`config.mk`:
```
export PLATFORM = sky130hd
export DESIGN_NAME = intc
export DESIGN_NICKNAME = d
export VERILOG_FILES = /design/src/rtl/intc_pkg.sv /design/src/rtl/intc_sync.sv /design/src/rtl/intc.sv
export SDC_FILE = /design/constraint.sdc
export NUM_CORES = 1
export LEC_CHECK = 0
export ABC_AREA = 1
export CAP_MARGIN = 20
export CORE_AREA = 2 2 76 78
export DETAILED_ROUTE_END_ITERATION = 10
export DIE_AREA = 0 0 78 80
export PLACE_DENSITY_LB_ADDON = 0.05
export SETUP_SLACK_MARGIN = 0.15
export SLEW_MARGIN = 20
export SYNTH_ARGS = -nofsm -noshare
export SYNTH_HDL_FRONTEND = slang
export SYNTH_HIERARCHICAL = 1
export SYNTH_SLANG_ARGS = --single-unit
```
`constraint.sdc`:
```
create_clock -name clk -period 1.3 [get_ports clk]
set_input_delay 0.26 -clock clk [delete_from_list [all_inputs] [get_ports clk]]
set_output_delay 0.26 -clock clk [all_outputs]
set_load 0.1 [all_outputs]
```
`src/rtl/intc_pkg.sv`:
```
// rtl/intc_pkg.sv - shared register map, FSM encoding and priority helper for intc
package intc_pkg;

  localparam logic [1:0] INTC_PEND = 2'd0;
  localparam logic [1:0] INTC_MASK = 2'd1;
  localparam logic [1:0] INTC_EDGE = 2'd2;
  localparam logic [1:0] INTC_VEC  = 2'd3;

  localparam int VEC_VALID_BIT = 7;

  typedef enum logic [1:0] {
    ST_IDLE    = 2'd0,
    ST_ASSERT  = 2'd1,
    ST_SERVICE = 2'd2
  } intc_state_e;

  // Index of the lowest set bit (source 0 has the highest priority); 0 when empty.
  function automatic logic [2:0] prio_idx(input logic [7:0] v);
    prio_idx = 3'd0;
    for (int i = 7; i >= 0; i--) begin
      if (v[i]) prio_idx = 3'(i);
    end
  endfunction

endpackage

```
`src/rtl/intc_sync.sv`:
```
// rtl/intc_sync.sv - irq input synchroniser with rising-edge detect
module intc_sync #(
  parameter int STAGES = 2
) (
  input  logic clk_i,
  input  logic rst_ni,
  input  logic irq_i,
  output logic level_o,
  output logic rise_o
);

  logic [STAGES-1:0] sync_q;
  logic              prev_q;

  always_ff @(posedge clk_i or negedge rst_ni) begin
    if (!rst_ni) begin
      sync_q <= '0;
      prev_q <= 1'b0;
    end else begin
      sync_q <= {sync_q[STAGES-2:0], irq_i};
      prev_q <= sync_q[STAGES-1];
    end
  end

  assign level_o = sync_q[STAGES-1];
  assign rise_o  = sync_q[STAGES-1] & ~prev_q;

endmodule

```
`src/rtl/intc.sv`:
```
// rtl/intc.sv - memory-mapped interrupt controller: mask, edge/level, fixed priority, vector/EOI
module intc
  import intc_pkg::*;
#(
  parameter int NSRC        = 8,
  parameter int SYNC_STAGES = 2
) (
  input  logic            clk,
  input  logic            rst,
  input  logic [1:0]      AD,
  input  logic [7:0]      DI,
  output logic [7:0]      DO,
  input  logic            rw,
  input  logic            cs,
  input  logic [NSRC-1:0] irq_in,
  output logic            intr
);

  localparam logic [7:0] IMPL = 8'((16'd1 << NSRC) - 16'd1);

  logic [7:0]  level, rise;
  logic [7:0]  pend_q, pend_d, mask_q, mask_d, edge_q, edge_d;
  logic [2:0]  isv_q, isv_d;
  logic        rd_q, intr_q;
  intc_state_e state_q, state_d;

  logic       wr, vec_rd, rd_strobe, valid, take;
  logic [7:0] act, w1c, svc_clr;
  logic [2:0] idx;

  for (genvar g = 0; g < 8; g++) begin : g_src
    if (g < NSRC) begin : g_on
      intc_sync #(.STAGES(SYNC_STAGES)) u_sync (
        .clk_i  (clk),
        .rst_ni (rst),
        .irq_i  (irq_in[g]),
        .level_o(level[g]),
        .rise_o (rise[g])
      );
    end else begin : g_off
      assign level[g] = 1'b0;
      assign rise[g]  = 1'b0;
    end
  end

  always_comb begin
    wr        = cs & ~rw;
    vec_rd    = cs & rw & (AD == INTC_VEC);
    rd_strobe = vec_rd & ~rd_q;
    act       = pend_q & mask_q;
    valid     = |act;
    idx       = prio_idx(act);
    take      = (state_q == ST_ASSERT) && rd_strobe && valid;
    w1c       = (wr && AD == INTC_PEND) ? DI : 8'h00;
    svc_clr   = take ? (8'd1 << idx) : 8'h00;
  end

  // Edge bits: latch rises, set beats any clear in the same cycle. Level bits follow the input.
  always_comb begin
    pend_d = IMPL & ((edge_q & ((pend_q & ~w1c & ~svc_clr) | rise)) | (~edge_q & level));
    mask_d = (wr && AD == INTC_MASK) ? (DI & IMPL) : mask_q;
    edge_d = (wr && AD == INTC_EDGE) ? (DI & IMPL) : edge_q;
    isv_d  = take ? idx : isv_q;
  end

  always_comb begin
    state_d = state_q;
    case (state_q)
      ST_IDLE:    if (valid) state_d = ST_ASSERT;
      ST_ASSERT: begin
        if (take)        state_d = ST_SERVICE;
        else if (!valid) state_d = ST_IDLE;
      end
      ST_SERVICE: if (wr && AD == INTC_VEC) state_d = ST_IDLE;
      default:    state_d = ST_IDLE;
    endcase
  end

  always_ff @(posedge clk or negedge rst) begin
    if (!rst) begin
      state_q <= ST_IDLE;
      pend_q  <= 8'h00;
      mask_q  <= 8'h00;
      edge_q  <= 8'h00;
      isv_q   <= 3'd0;
      rd_q    <= 1'b0;
      intr_q  <= 1'b0;
    end else begin
      state_q <= state_d;
      pend_q  <= pend_d;
      mask_q  <= mask_d;
      edge_q  <= edge_d;
      isv_q   <= isv_d;
      rd_q    <= vec_rd;
      intr_q  <= (state_d == ST_ASSERT);
    end
  end

  assign intr = intr_q;

  always_comb begin
    DO = 8'h00;
    case (AD)
      INTC_PEND: DO = pend_q;
      INTC_MASK: DO = mask_q;
      INTC_EDGE: DO = edge_q;
      default: begin
        if (state_q == ST_SERVICE) begin
          DO[VEC_VALID_BIT] = 1'b1;
          DO[2:0]           = isv_q;
        end else if (state_q == ST_ASSERT) begin
          DO[VEC_VALID_BIT] = valid;
          DO[2:0]           = idx;
        end
      end
    endcase
  end

endmodule

```
==> flow_summary_export.csv <==
group,metric,value,unit
run_status,outcome,"complete, but fails checks",
run_status,violations,"negative setup slack",
finish,area_used_by_multi_input_combinational_logic,1160,µm²
place,portBuffers,30,
yosys,mappedNetlistNets,296,
setup_path,timing.critical_path.fanout_max,3,
yosys,yosysSeqAreaShare,0.563,
sta,report.final.setup_viol,22,
cts,cts_htree_levels,2,
detailed_routing,ant_nets,0,
finish,layoutNonFillerInstCount,447,
yosys,synthDistinctLibCells,24,
global_route,grt_pass1_vias,2134,
floorplanning,pin_count,31,
floorplanning,rows,27,
flow_run,timing.max_cap.violations,0,
detailed_routing,drtPass1Iterations,4,
yosys,syn-mean-instance-area,8.92,µm²
setup_path,cp_slowest_stage_delay,0.38,ns
global_route,grt_util_met2,0.373,
sta,setup_repair_after_global_routing_missed_its_margin,"true",
setup_path,timing.critical_path.required,1.04,ns
finish,finish.utilization,0.716,
sta,report.final.hold_viol_count,0,
finish,register_area,1380,µm²
setup_path,critPathKind,"register to output pin",
floorplanning,core_region_area,5410,µm²
detailed_routing,drt_first_iter_violations,131,
place,routabilityCongestion,0.837,
setup_path,critPathLaunchType,"register",
global_route,gr-max-usage-layer,"met2",
global_route,grt_usage,0.209,
yosys,ys.warnings.count,6,
setup_path,timing.critical_path.cells,"nand2_2 > nand2_2 > nand3_1 > nand2_1 > nand2_1 > inv_2 > nand2_2 > a32oi_2 > buf_12",
sta,timing.final.crit_share,1.51,
floorplanning,start_util,0.452,
finish,num-nets-final,396,
place,place_inst,421,
global_route,grt_util_met3,0.0396,
power_and_ir_drop,static-leakage-power,1.87,nW
setup_path,worst_path_dominant_cell_family,"simple AND/OR/NAND/NOR gates",
setup_path,critical_path_arrival,1.70,ns
sta,finalSetupTns,-6.41,ns
finish,drive_above_1_share,0.427,
global_route,global_route_wire_length_before_repair,9.95,mm
cts,clkTransAtPathRegs,0.10,ns
setup_path,worst-path-buf-inv,2,
power_and_ir_drop,power-per-cell-area,1480,nW/µm²
cts,clock_sinks,55,
power_and_ir_drop,total_power,5.73,mW
sta,worst_setup_skew_after_layout,0.00521,ns
setup_path,register_to_register_setup_slack,-0.37,ns
global_route,grt_overflow_total,0,
cts,insertion_delay,0.30,ns
global_route,grt_start_max_net_pins,56,
detailed_routing,drc,0,
cts,cts_tree,"built",
floorplanning,chipWidth,78,µm
yosys,synth_seq_cells,55,
cts,cts_made_buffers,5,
cts,clock-root-buffer,"clkbuf_8",
floorplanning,die_height,80,µm
place,detailedPlacementHpwl,4.28,mm
sta,timing_worst_slew_pin_value,0.367,ns
yosys,netlist_area,2440,µm²
sta,finalMaxSlewViolations,0,
yosys,netlist_instances,274,
finish,filler_cell_count,426,
global_route,antenna_violations_before_repair,0,
detailed_routing,dr_vias_cell,4.90,
sta,final.setup.worst_slack,-0.660,ns
floorplanning,fp.dieArea,6240,µm²
cts,clock_path_buffers,2,
detailed_routing,dr_total_vias,2192,
finish,area_growth,58.3,%
sta,layout_min_cycle_time,1.96,ns
detailed_routing,detail_route.wirelength,6.35,mm
setup_path,critical_path.slowest_cell,"dfrtp_1",
worst_hold_path,worstHoldPathType,"primary input to register",
detailed_routing,avgRoutedWirePerCell,14.2,µm
finish,antennaDiodeCount,0,
sta,slew-limit-headroom,0.755,
setup_path,type_of_destination_of_the_critical_path,"output pin",
power_and_ir_drop,ir_worst_vdd,0.847,mV
sta,maxClockFrequency,510,MHz
setup_path,crit_top_cell,"nand2_2",
global_route,met1_track_demand_over_resource,0.258,
[synthesized netlist by cell type, drive strengths merged]
cell type,instances,share of area
a21oi,8,0.018
a221oi,4,0.014
a31oi,3,0.0077
a32oi,2,0.0072
buf,3,0.0097
dfrtp,55,0.56
inv,42,0.064
nand2,78,0.13
nand3,9,0.020
nand4,3,0.0077
nor2,34,0.081
o2111ai,1,0.0036
o211ai,5,0.017
o21ai,27,0.055
[logic make-up (layout without fill, tap and decap cells)]
family                 Yosys count  count (layout)  share of synthesized area
AO/OA/AOI/OAI                   50              50                      0.123
buffers and inverters           45             146                     0.0742
flip-flops                      55              55                      0.563
AND/OR/NAND/NOR                124             124                      0.240
[what timing repair did]
action	in CTS	in global routing
hold buffers	1	0
pin swaps	26	20
endpoints found under the hold margin	55	0
setup endpoints to repair	38	39
buffers inserted	9	7
resized for setup	52	20
cloned	0	1
[cell usage in the layout (no fill, tap or decap), drive strengths merged, types with 8 or more instances in the layout]
cell           netlist  routed
clkdlybuf4s50        0      16
dfrtp               55      55
inv                 42      42
clkbuf               0       8
buf                  3      75
nor2                34      34
nand3                9       9
o21ai               27      27
nand2               78      78
a21oi                8       8
[final cells by class]
class	instances	area share
sequential	55	0.356
timing repair buffer	96	0.257
multi-input combinational	174	0.301
clock inverter	2	0.00323
tap	72	0.0233
clock buffer	6	0.0188
inverter	42	0.0407
[registers in the layout (all words and copies together), names as in the netlist, 2 cells and up]
signal                    count
g_src.g_on.u_sync/sync_q     16
edge_q                        8
g_src.g_on.u_sync/prev_q      8
mask_q                        8
pend_q                        8
isv_q                         3
state_q                       2
[final timing paths]
| path | from | to | depth (start not counted) |
|---|---|---|---|
| setup reg to reg | pend_q[2] | pend_q[7] | 11 |
| setup / recovery | pend_q[6] | DO[1] | 9 |
| hold / removal | AD[0] | rd_q | 3 |
| min in group asynchronous | rst | g_src[0].g_on.u_sync/sync_q[1] | 3 |
| hold reg to reg | g_src[1].g_on.u_sync/sync_q[0] | g_src[1].g_on.u_sync/sync_q[1] | 0 |
| max in group asynchronous | rst | g_src[2].g_on.u_sync/prev_q | 3 |
[where the power goes]
group / total (mW) / switching (mW) / internal, mW
clock network: 0.914 / 0.537 / 0.378
logic: 2.70 / 1.48 / 1.21
registers: 2.12 / 0.165 / 1.95
total: 5.73 / 2.18 / 3.54
[worst register-to-register path, stage by stage, from the launching register on]
cell and delay [ns]:
dfrtp_1 0.41, nand2_2 0.09, nand2_2 0.08, nor2_4 0.18
buf_12 0.13, nand3_4 0.08, buf_6 0.14, nor2_4 0.14
buf_4 0.14, nand2_2 0.05, nand2_1 0.06, a31oi_1 0.07
[routing by layer]
metal / vias to the layer above / wire [µm]
li1: 1081 / -
met1: 1051 / 2710
met2: 49 / 3220
met3: 11 / 298
met4: 0 / 110
met5: - / 0
[stage by stage]
step | hold slack [ns] | cell area, µm² | worst slack (ns)
4_1_cts | 0.270 | 3710 | -0.620
5_1_grt | 0.273 | 3870 | -0.724
3_5_place_dp | 0.278 | 3430 | -0.721
3_3_place_gp | 0.277 | 3430 | -0.637
6_report | 0.270 | 3870 | -0.660
2_1_floorplan | -0.0356 | 2590 | -0.856
No activity file was read; power rests on OpenSTA's default activity.
